## config.mk

```make
export PLATFORM = sky130hd
export DESIGN_NAME = matmul_sequencer_flat
export DESIGN_NICKNAME = d
export VERILOG_FILES = /design/src/rtl/matmul_pkg.sv /design/src/rtl/matmul_sequencer_if.sv /design/src/rtl/matmul_watchdog.sv /design/src/rtl/matmul_sequencer.sv /design/src/flat_wrapper.sv
export SDC_FILE = /design/constraint.sdc
export NUM_CORES = 1
export LEC_CHECK = 0
export CAP_MARGIN = 40
export CORE_MARGIN = 10
export CORE_UTILIZATION = 30
export CTS_CLUSTER_DIAMETER = 80
export DETAILED_ROUTE_END_ITERATION = 8
export GPL_ROUTABILITY_DRIVEN = 0
export PLACE_DENSITY_LB_ADDON = 0.3
export SYNTH_ARGS = -nofsm -noshare
export SYNTH_HDL_FRONTEND = slang
export SYNTH_SLANG_ARGS = --single-unit
```

## constraint.sdc

```tcl
create_clock -name clk -period 2.1 [get_ports clk]
set_clock_uncertainty 0.1 [all_clocks]
set_input_delay 0.315 -clock clk [delete_from_list [all_inputs] [get_ports clk]]
set_output_delay 0.315 -clock clk [all_outputs]
set_load 0.01 [all_outputs]
```

## src/rtl/matmul_pkg.sv

```systemverilog
// matmul_pkg
// Shared types and defaults for the matrix-multiply sequencer slice:
// the 8-bit element type, the sequencer state encoding and the default
// matrix dimension.
package matmul_pkg;

    typedef logic [7:0] elem_t;

    typedef enum logic [1:0] {
        S_IDLE  = 2'd0,
        S_ISSUE = 2'd1,
        S_WAIT  = 2'd2,
        S_DONE  = 2'd3
    } seq_state_t;

    localparam int MATMUL_N = 3;

    // Width of a row/column index for an n-by-n matrix, never zero
    function automatic int index_width(input int n);
        return (n > 1) ? $clog2(n) : 1;
    endfunction

endpackage

```

## src/rtl/matmul_sequencer_if.sv

```systemverilog
// matmul_sequencer_if
// Bus between the sequencer and the shared dot-product engine. The
// sequencer is the master: it presents a row/column pair with a one-cycle
// request, and the engine answers later with a valid-qualified 8-bit sum.
interface matmul_sequencer_if import matmul_pkg::*; #(
    parameter int N = MATMUL_N
) ();

    elem_t [N-1:0] dp_row;
    elem_t [N-1:0] dp_col;
    logic          dp_axiiv;
    logic          dp_axiov;
    elem_t         dp_axiod;

    modport master (
        output dp_row,
        output dp_col,
        output dp_axiiv,
        input  dp_axiov,
        input  dp_axiod
    );

    modport slave (
        input  dp_row,
        input  dp_col,
        input  dp_axiiv,
        output dp_axiov,
        output dp_axiod
    );

endinterface

```

## src/rtl/matmul_watchdog.sv

```systemverilog
// matmul_watchdog
// Counts cycles spent waiting for an engine response. Cleared while a
// request is being issued, advances while enabled, and flags expiry during
// the LIMIT-th enabled cycle so the sequencer can bail out that same cycle.
module matmul_watchdog #(
    parameter int LIMIT = 16
) (
    input  logic clk,
    input  logic rst,
    input  logic clear,
    input  logic enable,
    output logic expired
);

    localparam int CW = $clog2(LIMIT + 1);

    logic [CW-1:0] count;

    // Cycle counter: restarts on clear, saturates once the limit is reached
    always_ff @(posedge clk) begin
        if (rst || clear) begin
            count <= '0;
        end else if (enable && !expired) begin
            count <= count + 1'b1;
        end
    end

    assign expired = enable && (count == CW'(LIMIT - 1));

endmodule

```

## src/rtl/matmul_sequencer.sv

```systemverilog
// matmul_sequencer
// Computes C = A x B for N-by-N 8-bit matrices on one external dot-product
// engine. Operands are latched on a start strobe, then each (row i of A,
// column j of B) pair is issued to the engine in row-major order and the
// returned sums are stored into C. A one-cycle axiov pulse marks completion.
//
// Build option: define MATMUL_SEQ_WATCHDOG_EN to add a wait-state timeout
// that raises a sticky error and abandons the remaining elements.
module matmul_sequencer import matmul_pkg::*; #(
    parameter int N              = MATMUL_N,
    parameter int TIMEOUT_CYCLES = 16
) (
    input  logic                     clk,
    input  logic                     rst,
    input  logic                     axiiv,
    input  elem_t [N-1:0][N-1:0]     a_mat,
    input  elem_t [N-1:0][N-1:0]     b_mat,
    output logic                     axiov,
    output elem_t [N-1:0][N-1:0]     c_mat,
    output logic                     busy,
    output logic                     error,
    matmul_sequencer_if.master       dp
);

    localparam int IW = index_width(N);
    localparam logic [IW-1:0] LAST_IDX = IW'(N - 1);

    seq_state_t state, state_next;

    elem_t [N-1:0][N-1:0] a_buf;
    elem_t [N-1:0][N-1:0] b_buf;
    logic  [IW-1:0]       i_idx;
    logic  [IW-1:0]       j_idx;

    logic start_accept;
    logic store;
    logic advance;
    logic last_elem;
    logic wd_expired;

    assign last_elem = (i_idx == LAST_IDX) && (j_idx == LAST_IDX);

`ifdef MATMUL_SEQ_WATCHDOG_EN
    logic wd_clear;
    logic wd_enable;
    logic timeout;

    assign wd_clear  = (state == S_ISSUE);
    assign wd_enable = (state == S_WAIT);
    // A response in the expiring cycle still counts; only silence times out
    assign timeout   = (state == S_WAIT) && !dp.dp_axiov && wd_expired;

    matmul_watchdog #(
        .LIMIT (TIMEOUT_CYCLES)
    ) u_watchdog (
        .clk     (clk),
        .rst     (rst),
        .clear   (wd_clear),
        .enable  (wd_enable),
        .expired (wd_expired)
    );

    // Sticky error: set on a timeout, cleared only by the next accepted start
    always_ff @(posedge clk) begin
        if (rst) begin
            error <= 1'b0;
        end else if (start_accept) begin
            error <= 1'b0;
        end else if (timeout) begin
            error <= 1'b1;
        end
    end
`else
    assign wd_expired = 1'b0;
    assign error      = 1'b0;
`endif

    // State register
    always_ff @(posedge clk) begin
        if (rst) begin
            state <= S_IDLE;
        end else begin
            state <= state_next;
        end
    end

    // Next-state and control decode; engine response is only honoured in WAIT
    always_comb begin
        state_next   = state;
        dp.dp_axiiv  = 1'b0;
        axiov        = 1'b0;
        busy         = 1'b1;
        start_accept = 1'b0;
        store        = 1'b0;
        advance      = 1'b0;
        case (state)
            S_IDLE: begin
                busy = 1'b0;
                if (axiiv) begin
                    start_accept = 1'b1;
                    state_next   = S_ISSUE;
                end
            end
            S_ISSUE: begin
                dp.dp_axiiv = 1'b1;
                state_next  = S_WAIT;
            end
            S_WAIT: begin
                if (dp.dp_axiov) begin
                    store = 1'b1;
                    if (last_elem) begin
                        state_next = S_DONE;
                    end else begin
                        advance    = 1'b1;
                        state_next = S_ISSUE;
                    end
                end else if (wd_expired) begin
                    state_next = S_DONE;
                end
            end
            S_DONE: begin
                axiov      = 1'b1;
                state_next = S_IDLE;
            end
            default: begin
                state_next = S_IDLE;
            end
        endcase
    end

    // Operand buffers, result matrix and row-major element indices
    always_ff @(posedge clk) begin
        if (rst) begin
            a_buf <= '0;
            b_buf <= '0;
            c_mat <= '0;
            i_idx <= '0;
            j_idx <= '0;
        end else begin
            if (start_accept) begin
                a_buf <= a_mat;
                b_buf <= b_mat;
                c_mat <= '0;
                i_idx <= '0;
                j_idx <= '0;
            end
            if (store) begin
                c_mat[i_idx][j_idx] <= dp.dp_axiod;
            end
            if (advance) begin
                if (j_idx == LAST_IDX) begin
                    j_idx <= '0;
                    i_idx <= i_idx + 1'b1;
                end else begin
                    j_idx <= j_idx + 1'b1;
                end
            end
        end
    end

    // Engine operands: row i of A and column j of B, held while indices are stable
    always_comb begin
        dp.dp_row = a_buf[i_idx];
        dp.dp_col = '0;
        for (int k = 0; k < N; k++) begin
            dp.dp_col[k] = b_buf[k][j_idx];
        end
    end

endmodule
```

## src/flat_wrapper.sv

```systemverilog
// flat-port wrapper written by rule: the top's interface ports become plain ports
module matmul_sequencer_flat import matmul_pkg::*;
#(
    parameter int N              = MATMUL_N,
    parameter int TIMEOUT_CYCLES = 16
)
  (clk, rst, axiiv, a_mat, b_mat, axiov, c_mat, busy, error, dp_dp_row, dp_dp_col, dp_dp_axiiv, dp_dp_axiov, dp_dp_axiod);
  matmul_sequencer_if #(.N(N)) dp_i ();
  input  logic clk;
  input  logic rst;
  input  logic axiiv;
  input  elem_t [N-1:0][N-1:0] a_mat;
  input  elem_t [N-1:0][N-1:0] b_mat;
  output logic axiov;
  output elem_t [N-1:0][N-1:0] c_mat;
  output logic busy;
  output logic error;
  output wire logic [$bits(dp_i.dp_row)-1:0] dp_dp_row;
  output wire logic [$bits(dp_i.dp_col)-1:0] dp_dp_col;
  output wire logic [$bits(dp_i.dp_axiiv)-1:0] dp_dp_axiiv;
  input wire logic [$bits(dp_i.dp_axiov)-1:0] dp_dp_axiov;
  input wire logic [$bits(dp_i.dp_axiod)-1:0] dp_dp_axiod;
  assign dp_dp_row = dp_i.dp_row;
  assign dp_dp_col = dp_i.dp_col;
  assign dp_dp_axiiv = dp_i.dp_axiiv;
  assign dp_i.dp_axiov = dp_dp_axiov;
  assign dp_i.dp_axiod = dp_dp_axiod;
  matmul_sequencer #(.N(N), .TIMEOUT_CYCLES(TIMEOUT_CYCLES)) u_core (.clk(clk), .rst(rst), .axiiv(axiiv), .a_mat(a_mat), .b_mat(b_mat), .axiov(axiov), .c_mat(c_mat), .busy(busy), .error(error), .dp(dp_i));
endmodule
```

==> out/metrics.yaml, run 1 <==
min_path_type: "primary input to flip-flop"
ff2ff_path_depth: 4
worstSetupPathType: "flip-flop to output pin"
cts.path.max_buffers: 3
antenna_found_initial: 2
critPathMaxFanout: 6
yosysMostFrequentCell: "nand2_1"
clk_pin_slew_worst_paths_ns: 0.06
via_per_inst: 4.822
reg2reg_from: "u_core.j_idx[0]"
multi_input_area_um2: 4189
core_um2: 29720
max_freq_mhz: 467.0
synthCells: 1113
min_from: "b_mat[16]"
fin_crit_sh_pct: 102.0
rrSetupSlack_ns: 0.08
status: "finished, violations left"
final-setup-viol-count: 6
drv_slew: 0
die_h_um: 193.6
numCtsBuffers: 25
fp.dieW_um: 193.6
drv_cap: 0
rsz0062_at_grt: "true"
synth_edf_count: 0
drive_gt1_share_pct: 17.47
maxSlewHeadroom_pct: 60.87
grt_max_degree: 124
n_fill_cell: 2912
irDropWorstVdd_v: 0.0004291
clkLatencyLatePin_ns: 0.51
end_kind: "output pin"
vias: 8598
yosysUniqueCellTypes: 36
dr.pass1.iters: 5
synth-main-ff-cell: "dfxtp_1"
synthTopCellsByCount: "nand2_1, dfxtp_1, a21oi_1"
ys_ff_latch: 222
whs_ns: 0.2488
critPathLaunchType: "flip-flop"
regArea_um2: 4454
synthToLayoutAreaGrowth_pct: 48.41
ant_nets: 0
synth_area_um2: 9039
finalWirelength_um: 31820
synth_nets: 1272
fp-row-count: 63
worst_slack_ns: -0.04146
powerDensity_nw_per_um2: 765.5
drc: 0
wl_per_cell_um: 17.84
synth.top_cell.area_share_pct: 49.17
min_delay_path_depth: 3
io_pins: 280
nets: 1532
avgSynthCellArea_um2: 8.121
violations: "setup timing"
drt_iter0_drc: 453
dieArea_um2: 37470
tightest_slew_ns: 0.5870
clock-root-buffer: "clkbuf_16"
final.setup.tns_ns: -0.1162
dpl.hpwl_um: 21900
fin_crit_ns: 2.141
h-tree-depth: 1
power_mw: 10.27
cp.required_ns: 1.68
cts_tree: "built"
postCtsHoldBufs: 0
clock_sinks: 222
ys_seq_area_share_pct: 49.17
synth.largest_area_cell: "dfxtp_1"
gr-total-overflow: 0
final_core_util_pct: 45.14
hold_violations: 0
p_leak_nw: 4.932
cp_data_arrival_time_ns: 1.73
synth_warnings: 0
ys_async_sr_fraction_pct: 0
io_buffers: 278
grt_pass1_wl_um: 49690
initial_utilization_pct: 30.42
grtUsageTotal_pct: 15.88
crit_start: "u_core.j_idx[0]"
grt_pass1_vias: 8670
ys_top_cells_by_area: "dfxtp_1, nand2_1, a21oi_1, mux2i_1, a31o_2"
==> flip-flops by register name, indices dropped and copies added (netlist names) <==
signal / count
u_core.b_buf: 72
u_core.j_idx: 2
u_core.state: 2
u_core.c_mat: 72
u_core.i_idx: 2
u_core.a_buf: 72
==> stage by stage <==
step,worst slack (ns),area [um^2],instances
2_1_floorplan,0.04436,9040,1113
3_3_place_gp,0.06667,12360,1716
3_5_place_dp,0.09391,12360,1716
4_1_cts,-0.1072,13310,1777
5_1_grt,-0.1111,13410,1782
6_report,-0.04146,13410,1783
==> repair_timing <==
action	4_1_cts	5_1_grt
pin swaps	0	6
setup buffers	11	4
cloned	5	4
setup endpoints to repair	51	62
gates resized for setup	232	55
==> routing by layer <==
layer / track usage (%) / vias to the layer above / share of wire [%]
met5: 0 / - / 0
met4: 4.177 / 0 / 1.5
met3: 4.409 / 31 / 7.3
met2: 25.76 / 247 / 46
met1: 20.27 / 4011 / 45
li1: - / 4309 / -
==> path summary, 6_finish.rpt <==
path | to
max | dp_dp_col[20]
min | u_core.b_buf[16]
max reg2reg | u_core.c_mat[7]
min reg2reg | u_core.a_buf[45]
==> power breakdown <==
| part | total (mW) | leakage (nW) | internal [mW] | switching (mW) |
|---|---|---|---|---|
| logic | 1.22 | 2.70 | 0.600 | 0.622 |
| registers | 4.51 | 1.81 | 4.40 | 0.106 |
| clock network | 4.54 | 0.418 | 2.77 | 1.77 |
| total | 10.3 | 4.93 | 7.77 | 2.50 |
==> critical path, stage by stage, from the launching register on <==
cell	delay (ns)
dfxtp_4	0.39
buf_6	0.14
buf_4	0.13
clkbuf_16	0.15
mux2i_1	0.11
o22ai_1	0.14
buf_2	0.16
==> layout make-up <==
| class | instances | share of cell area [%] |
|---|---|---|
| Sequential cell | 222 | 33.21 |
| Multi-Input combinational cell | 774 | 31.23 |
| Timing Repair Buffer | 346 | 25.33 |
| Clock buffer | 34 | 5.363 |
| Tap cell | 390 | 3.638 |
| Clock inverter | 11 | 1.082 |
| Inverter | 4 | 0.1119 |
| Antenna cell | 2 | 0.03731 |
==> placed cells by master (no fill, tap or decap), types with 3 or more instances in the layout <==
master,n
buf_12,17
bufinv_16,3
nand2b_1,9
o21ai_1,19
inv_1,4
a31o_1,24
clkbuf_16,29
clkbuf_8,6
ha_1,3
clkdlybuf4s50_1,226
mux2i_1,43
or2_4,3
clkinv_2,3
nor3_1,73
clkbuf_1,3
nand2_2,6
nand2_1,332
a31o_2,48
dfxtp_1,218
o21ai_0,10
buf_4,40
mux2i_2,5
clkinvlp_4,3
or2_2,7
buf_6,6
buf_2,47
o22ai_1,17
a21oi_1,147
==> cell families (layout without fill, tap and decap cells) <==
family,after synthesis,count (layout),share of synthesized area (%)
adders and majority gates,3,3,0.4153
other,1,3,0.04149
AOI/OAI and AO/OA,273,273,18.55
DFF,222,222,49.17
and+or+nand+nor,448,448,20.82
buffers and inverters,117,395,5.579
muxes,49,49,5.426
(Power assumes the default switching activity.)
==> run 2: changes to the inputs <==
--- a/config.mk
+++ b/config.mk
@@ -6,8 +6,10 @@
 export NUM_CORES = 1
 export LEC_CHECK = 0
 export CAP_MARGIN = 40
+export CORE_ASPECT_RATIO = 1.75
 export CORE_MARGIN = 10
 export CORE_UTILIZATION = 30
+export CTS_BUF_LIST = sky130_fd_sc_hd__clkbuf_4 sky130_fd_sc_hd__clkbuf_8 sky130_fd_sc_hd__clkbuf_16
 export CTS_CLUSTER_DIAMETER = 80
 export DETAILED_ROUTE_END_ITERATION = 8
 export GPL_ROUTABILITY_DRIVEN = 0
==> run 2 against run 1 <==
Against the previous run:
- die area is 0.73% higher
- register-to-register slack worse by 0.04 ns
- worst setup slack worse by 0.033 ns
- sequential cell count stayed put
- non-clock buffer count is 5 higher
- hold slack worse by 0.011 ns
- final cell count is 0.34% higher
- critical path type unchanged
- power is 2.0% lower
- global-route usage is 0.71 points higher
- sequential power hardly changed
- the run still ends with setup timing left
- largest power group is now registers
- core utilization hardly changed
- highest routed layer is now met5
==> out/metrics.yaml, run 2 (same netlist as run 1, synthesis figures left out) <==
status: "finished, violations left"
violations: "setup timing"
finalWirelength_um: 32840
numCtsBuffers: 23
grt_pass1_wl_um: 49780
fin_crit_sh_pct: 103.6
worstSetupEndpoint: "dp_dp_row[18]"
vias: 8661
grt_pass1_vias: 8760
p_comb_share_pct: 12.2
max_stage_delay_ns: 0.35
min_path_type: "primary input to flip-flop"
via_per_inst: 4.841
initial_utilization_pct: 30.28
grt_max_degree: 150
irDropWorstVdd_v: 0.0005671
cts.path.max_buffers: 3
clk_pin_slew_worst_paths_ns: 0.06
cp.required_ns: 1.68
clock_power_share_pct: 43.1
fp.dieW_um: 151.2
grtUsageTotal_pct: 16.59
final.setup.tns_ns: -0.5033
io_buffers: 278
antenna_found_initial: 12
fin_crit_ns: 2.175
power_mw: 10.06
drv_slew: 0
final_common_cell: "nand2_1"
ant_nets: 0
end_kind: "output pin"
clock_sinks: 222
rsz0062_at_grt: "true"
p_int_mw: 7.609
final_cell_mix: "nand2_1, clkdlybuf4s50_1, dfxtp_1"
max_freq_mhz: 459.8
drv_cap: 0
h-tree-depth: 1
critPathSlowestCell: "dfxtp_2"
reg.largest.list: "u_core.a_buf: 72 flops, u_core.b_buf: 72 flops, u_core.c_mat: 72 flops"
p_sw_mw: 2.454
synthToLayoutAreaGrowth_pct: 48.91
whs_ns: 0.2375
core_um2: 29850
dp.cells: 1710
final_core_util_pct: 45.09
wl_per_cell_um: 18.36
clkLatencyLatePin_ns: 0.52
cp_data_arrival_time_ns: 1.76
placed_area_um2: 12320
gr-total-overflow: 0
critPathLaunchType: "flip-flop"
io_pins: 280
drive_gt1_share_pct: 18.82
drt_iter0_drc: 352
worst_slack_ns: -0.07466
nets: 1535
dp_slack_ns: -0.1145
rrSetupSlack_ns: 0.04
cts_tree: "built"
maxSlewHeadroom_pct: 54.60
swShare_pct: 24.39
tightest_slew_ns: 0.6810
p_seq_share_pct: 44.7
powerDensity_nw_per_um2: 747.7
drc: 0
p_leak_nw: 4.947
fp-row-count: 84
dr.pass1.iters: 7
layoutNonFillerInstCount: 1789
clock-root-buffer: "clkbuf_16"
ff2ff_path_depth: 5
worstSetupPathType: "flip-flop to output pin"
dieArea_um2: 37750
critPathMaxFanout: 7
die_h_um: 249.6
final-setup-viol-count: 13
r2r_end: "u_core.c_mat[3]"
hold_violations: 0
crit_chain: "buf_12 -> buf_4 -> buf_8 -> mux2i_1 -> o21ai_2 -> buf_2"
crit_start: "u_core.i_idx[1]"
fin_area_um2: 13460
reg2reg_from: "u_core.j_idx[0]"
dpl.hpwl_um: 23160
## run 2: timing repair
action | in CTS | in global routing
resized for setup | 274 | 44
hold buffers | 1 | 0
buffers inserted | 20 | 7
pin swaps | 7 | 9
setup endpoints to repair | 51 | 54
gates cloned | 4 | 0
hold endpoints to repair | 1 | 0
## run 2: how the worst min path moves through the flow
stage	cells past startpoint	end	slack, ns	start
after detailed placement	2	u_core.a_buf[22]	0.35	u_core.a_buf[22]
after global placement	2	u_core.a_buf[12]	0.34	u_core.a_buf[12]
after CTS	3	u_core.a_buf[50]	0.21	a_mat[50]
after floorplan	2	u_core.a_buf[0]	0.34	u_core.a_buf[0]
final	3	u_core.b_buf[51]	0.24	b_mat[51]
after global routing	3	u_core.a_buf[19]	0.22	a_mat[19]
## run 2: area by class of cell
class	count	area, um^2
sequential	222	4453
tap	387	484.2
multi-input combinational	774	4252
timing repair buffer	351	3431
fill	2988	16390
antenna	10	25.02
clock buffer	33	675.6
clock inverter	8	123.9
inverter	4	15.01
## run 2: power by group through the flow
stage	registers (mW)	clock network (mW)	logic, mW
3_3_place_gp	4.58	0	1.24
3_5_place_dp	4.59	0	1.25
5_1_grt	4.52	4.63	1.35
6_report	4.50	4.34	1.22
4_1_cts	4.49	4.48	1.22
2_1_floorplan	4.56	0	0.596
## run 2: worst max-delay path: cells and delay by family (launching register included)
kind | cells | cell delay, ns
buf+inv | 4 | 0.53
flops | 1 | 0.35
compound gates | 1 | 0.11
mux | 1 | 0.25
## run 2: routing by layer
metal / GRT usage [%] / up-vias / wire [um]
met5: 0 / - / 24
met2: 30.27 / 270 / 17550
met3: 4.548 / 49 / 2497
met4: 7.452 / 4 / 966
li1: - / 4316 / -
met1: 16.86 / 4022 / 11810
==> run 3: changes to the inputs <==
==> constraint.sdc (replaced) <==
create_clock -name clk -period 1.93 [get_ports clk]
set_clock_uncertainty 0.1 [all_clocks]
set_input_delay 0.2895 -clock clk [delete_from_list [all_inputs] [get_ports clk]]
set_output_delay 0.2895 -clock clk [all_outputs]
set_load 0.01 [all_outputs]
==> run 3 against run 2 <==
Against the previous run:
- the run still ends with setup timing left
- global-route usage decreased by 0.30 points
- register-to-register slack worse by 0.08 ns
- clock-buffer cell count is the same
- wire length up 0.21%
- hold slack lost 0.035 ns
- largest power group unchanged
==> out/metrics.yaml, run 3 (same netlist as run 1, synthesis figures left out) <==
grt.busiest_layer: "met2"
path_common_cell: "buf_6"
status: "finished, violations left"
ant_nets: 0
drt_iter0_drc: 311
fin_crit_ns: 2.105
drv_cap: 0
powerDensity_nw_per_um2: 772.6
use_met2_pct: 29.85
hold_violations: 0
path_buf_inv: 4
cp_data_arrival_time_ns: 1.72
p_comb_share_pct: 12.9
final.setup.tns_ns: -5.048
crit_chain: "nor2b_4 -> buf_6 -> buf_16 -> buf_6 -> nand2_2 -> o21ai_1 -> buf_4"
final_cell_mix: "nand2_1, clkdlybuf4s50_1, dfxtp_1"
core_um2: 29850
grt_pass1_wl_um: 49150
met1_usage_pct: 17.07
cpLargestDelayFamily: "buffers and inverters"
drv_slew: 0
finalWirelength_um: 32910
p_seq_share_pct: 45.5
numCtsBuffers: 22
fp.dieW_um: 151.2
p_int_mw: 8.136
initial_utilization_pct: 30.28
clock_sinks: 222
violations: "setup timing"
worst_slack_ns: -0.1750
clkLatencyLatePin_ns: 0.52
critPathLaunchType: "flip-flop"
synthToLayoutAreaGrowth_pct: 54.46
clk_pin_slew_worst_paths_ns: 0.07
gr-total-overflow: 0
maxSlewHeadroom_pct: 43.63
min_path_type: "primary input to flip-flop"
max_freq_mhz: 475.1
irDropWorstVdd_v: 0.0006068
power_mw: 10.79
cts_tree: "built"
die_h_um: 249.6
clock_power_share_pct: 41.6
worstSetupPathType: "flip-flop to output pin"
critPathSlowestCell: "dfxtp_4"
h-tree-depth: 1
io_buffers: 278
rsz0062_at_grt: "true"
swShare_pct: 24.57
end_kind: "output pin"
use_met3_pct: 4.693
fp-row-count: 84
antenna_found_initial: 6
vias: 8791
clock-root-buffer: "clkbuf_16"
grt_max_degree: 77
nets: 1557
grtUsageTotal_pct: 16.30
wl_per_cell_um: 18.22
fin_crit_sh_pct: 109.1
max_stage_delay_ns: 0.39
via_per_inst: 4.868
tightest_slew_ns: 0.8456
p_leak_nw: 5.264
grt_pass1_vias: 8797
critPathMaxFanout: 5
io_pins: 280
drive_gt1_share_pct: 22.42
whs_ns: 0.2030
dpl.hpwl_um: 22780
cp.required_ns: 1.54
p_sw_mw: 2.650
reg.largest.list: "u_core.a_buf: 72 flops, u_core.b_buf: 72 flops, u_core.c_mat: 72 flops"
cts.path.max_buffers: 3
drc: 0
final-setup-viol-count: 60
dieArea_um2: 37750
dr.pass1.iters: 5
rrSetupSlack_ns: -0.04
final_common_cell: "nand2_1"
[run 3: final cells by class]
cell class,instances,area (um^2)
antenna,5,12.51
clock buffer,33,663.1
clock inverter,7,85.08
fill,2937,15890
inverter,4,15.01
multi-input combinational,774,4473
sequential,222,4458
tap,387,484.2
timing repair buffer,374,3770
[run 3: metal layers]
layer	wire length, um	part of all wire (%)	up-vias
met2	17420	53	246
li1	-	-	4367
met3	2508	7.6	41
met5	13	0.039	-
met1	12210	37	4135
met4	760	2.3	2
[run 3: metrics by stage]
| stage | utilization, % | cell area [um^2] | worst slack [ns] | cells |
|---|---|---|---|---|
| 2_1_floorplan | - | 9052 | 0.02209 | 1113 |
| 3_3_place_gp | 41.57 | 12410 | -0.09772 | 1718 |
| 3_5_place_dp | 41.57 | 12410 | -0.1054 | 1718 |
| 4_1_cts | 45.13 | 13470 | -0.1959 | 1790 |
| 5_1_grt | 46.77 | 13960 | -0.2580 | 1806 |
| 6_report | 46.77 | 13960 | -0.1750 | 1806 |
[run 3: power groups by stage]
stage	sequential (mW)	combinational (mW)	clock, mW
after global placement	4.98	1.36	0
final	4.91	1.39	4.49
after CTS	4.89	1.36	4.64
after floorplan	4.97	0.649	0
after detailed placement	4.99	1.37	0
after global routing	4.93	1.53	4.79
[run 3: final timing paths]
path	from	endpoint	depth (start not counted)
worst min-delay path	b_mat[54]	u_core.b_buf[54]	3
worst max-delay path	u_core.i_idx[1]	dp_dp_row[1]	7
worst min register to register	u_core.a_buf[10]	u_core.a_buf[10]	2
worst max register to register	u_core.j_idx[0]	u_core.c_mat[26]	5
[run 3: worst min-delay path: cells and delay by family]
family | cells | cell delay [ns]
buf+inv | 1 | 0.39
simple gates | 1 | 0.05
compound gates | 1 | 0.05
[run 3: what timing repair did]
item / in CTS / in global routing
endpoints found under the hold margin: 3 / 0
pin swaps: 10 / 31
buffers inserted: 27 / 12
hold buffers: 1 / 0
gates cloned: 4 / 3
endpoints found under the setup margin: 55 / 66
gates resized for setup: 296 / 108
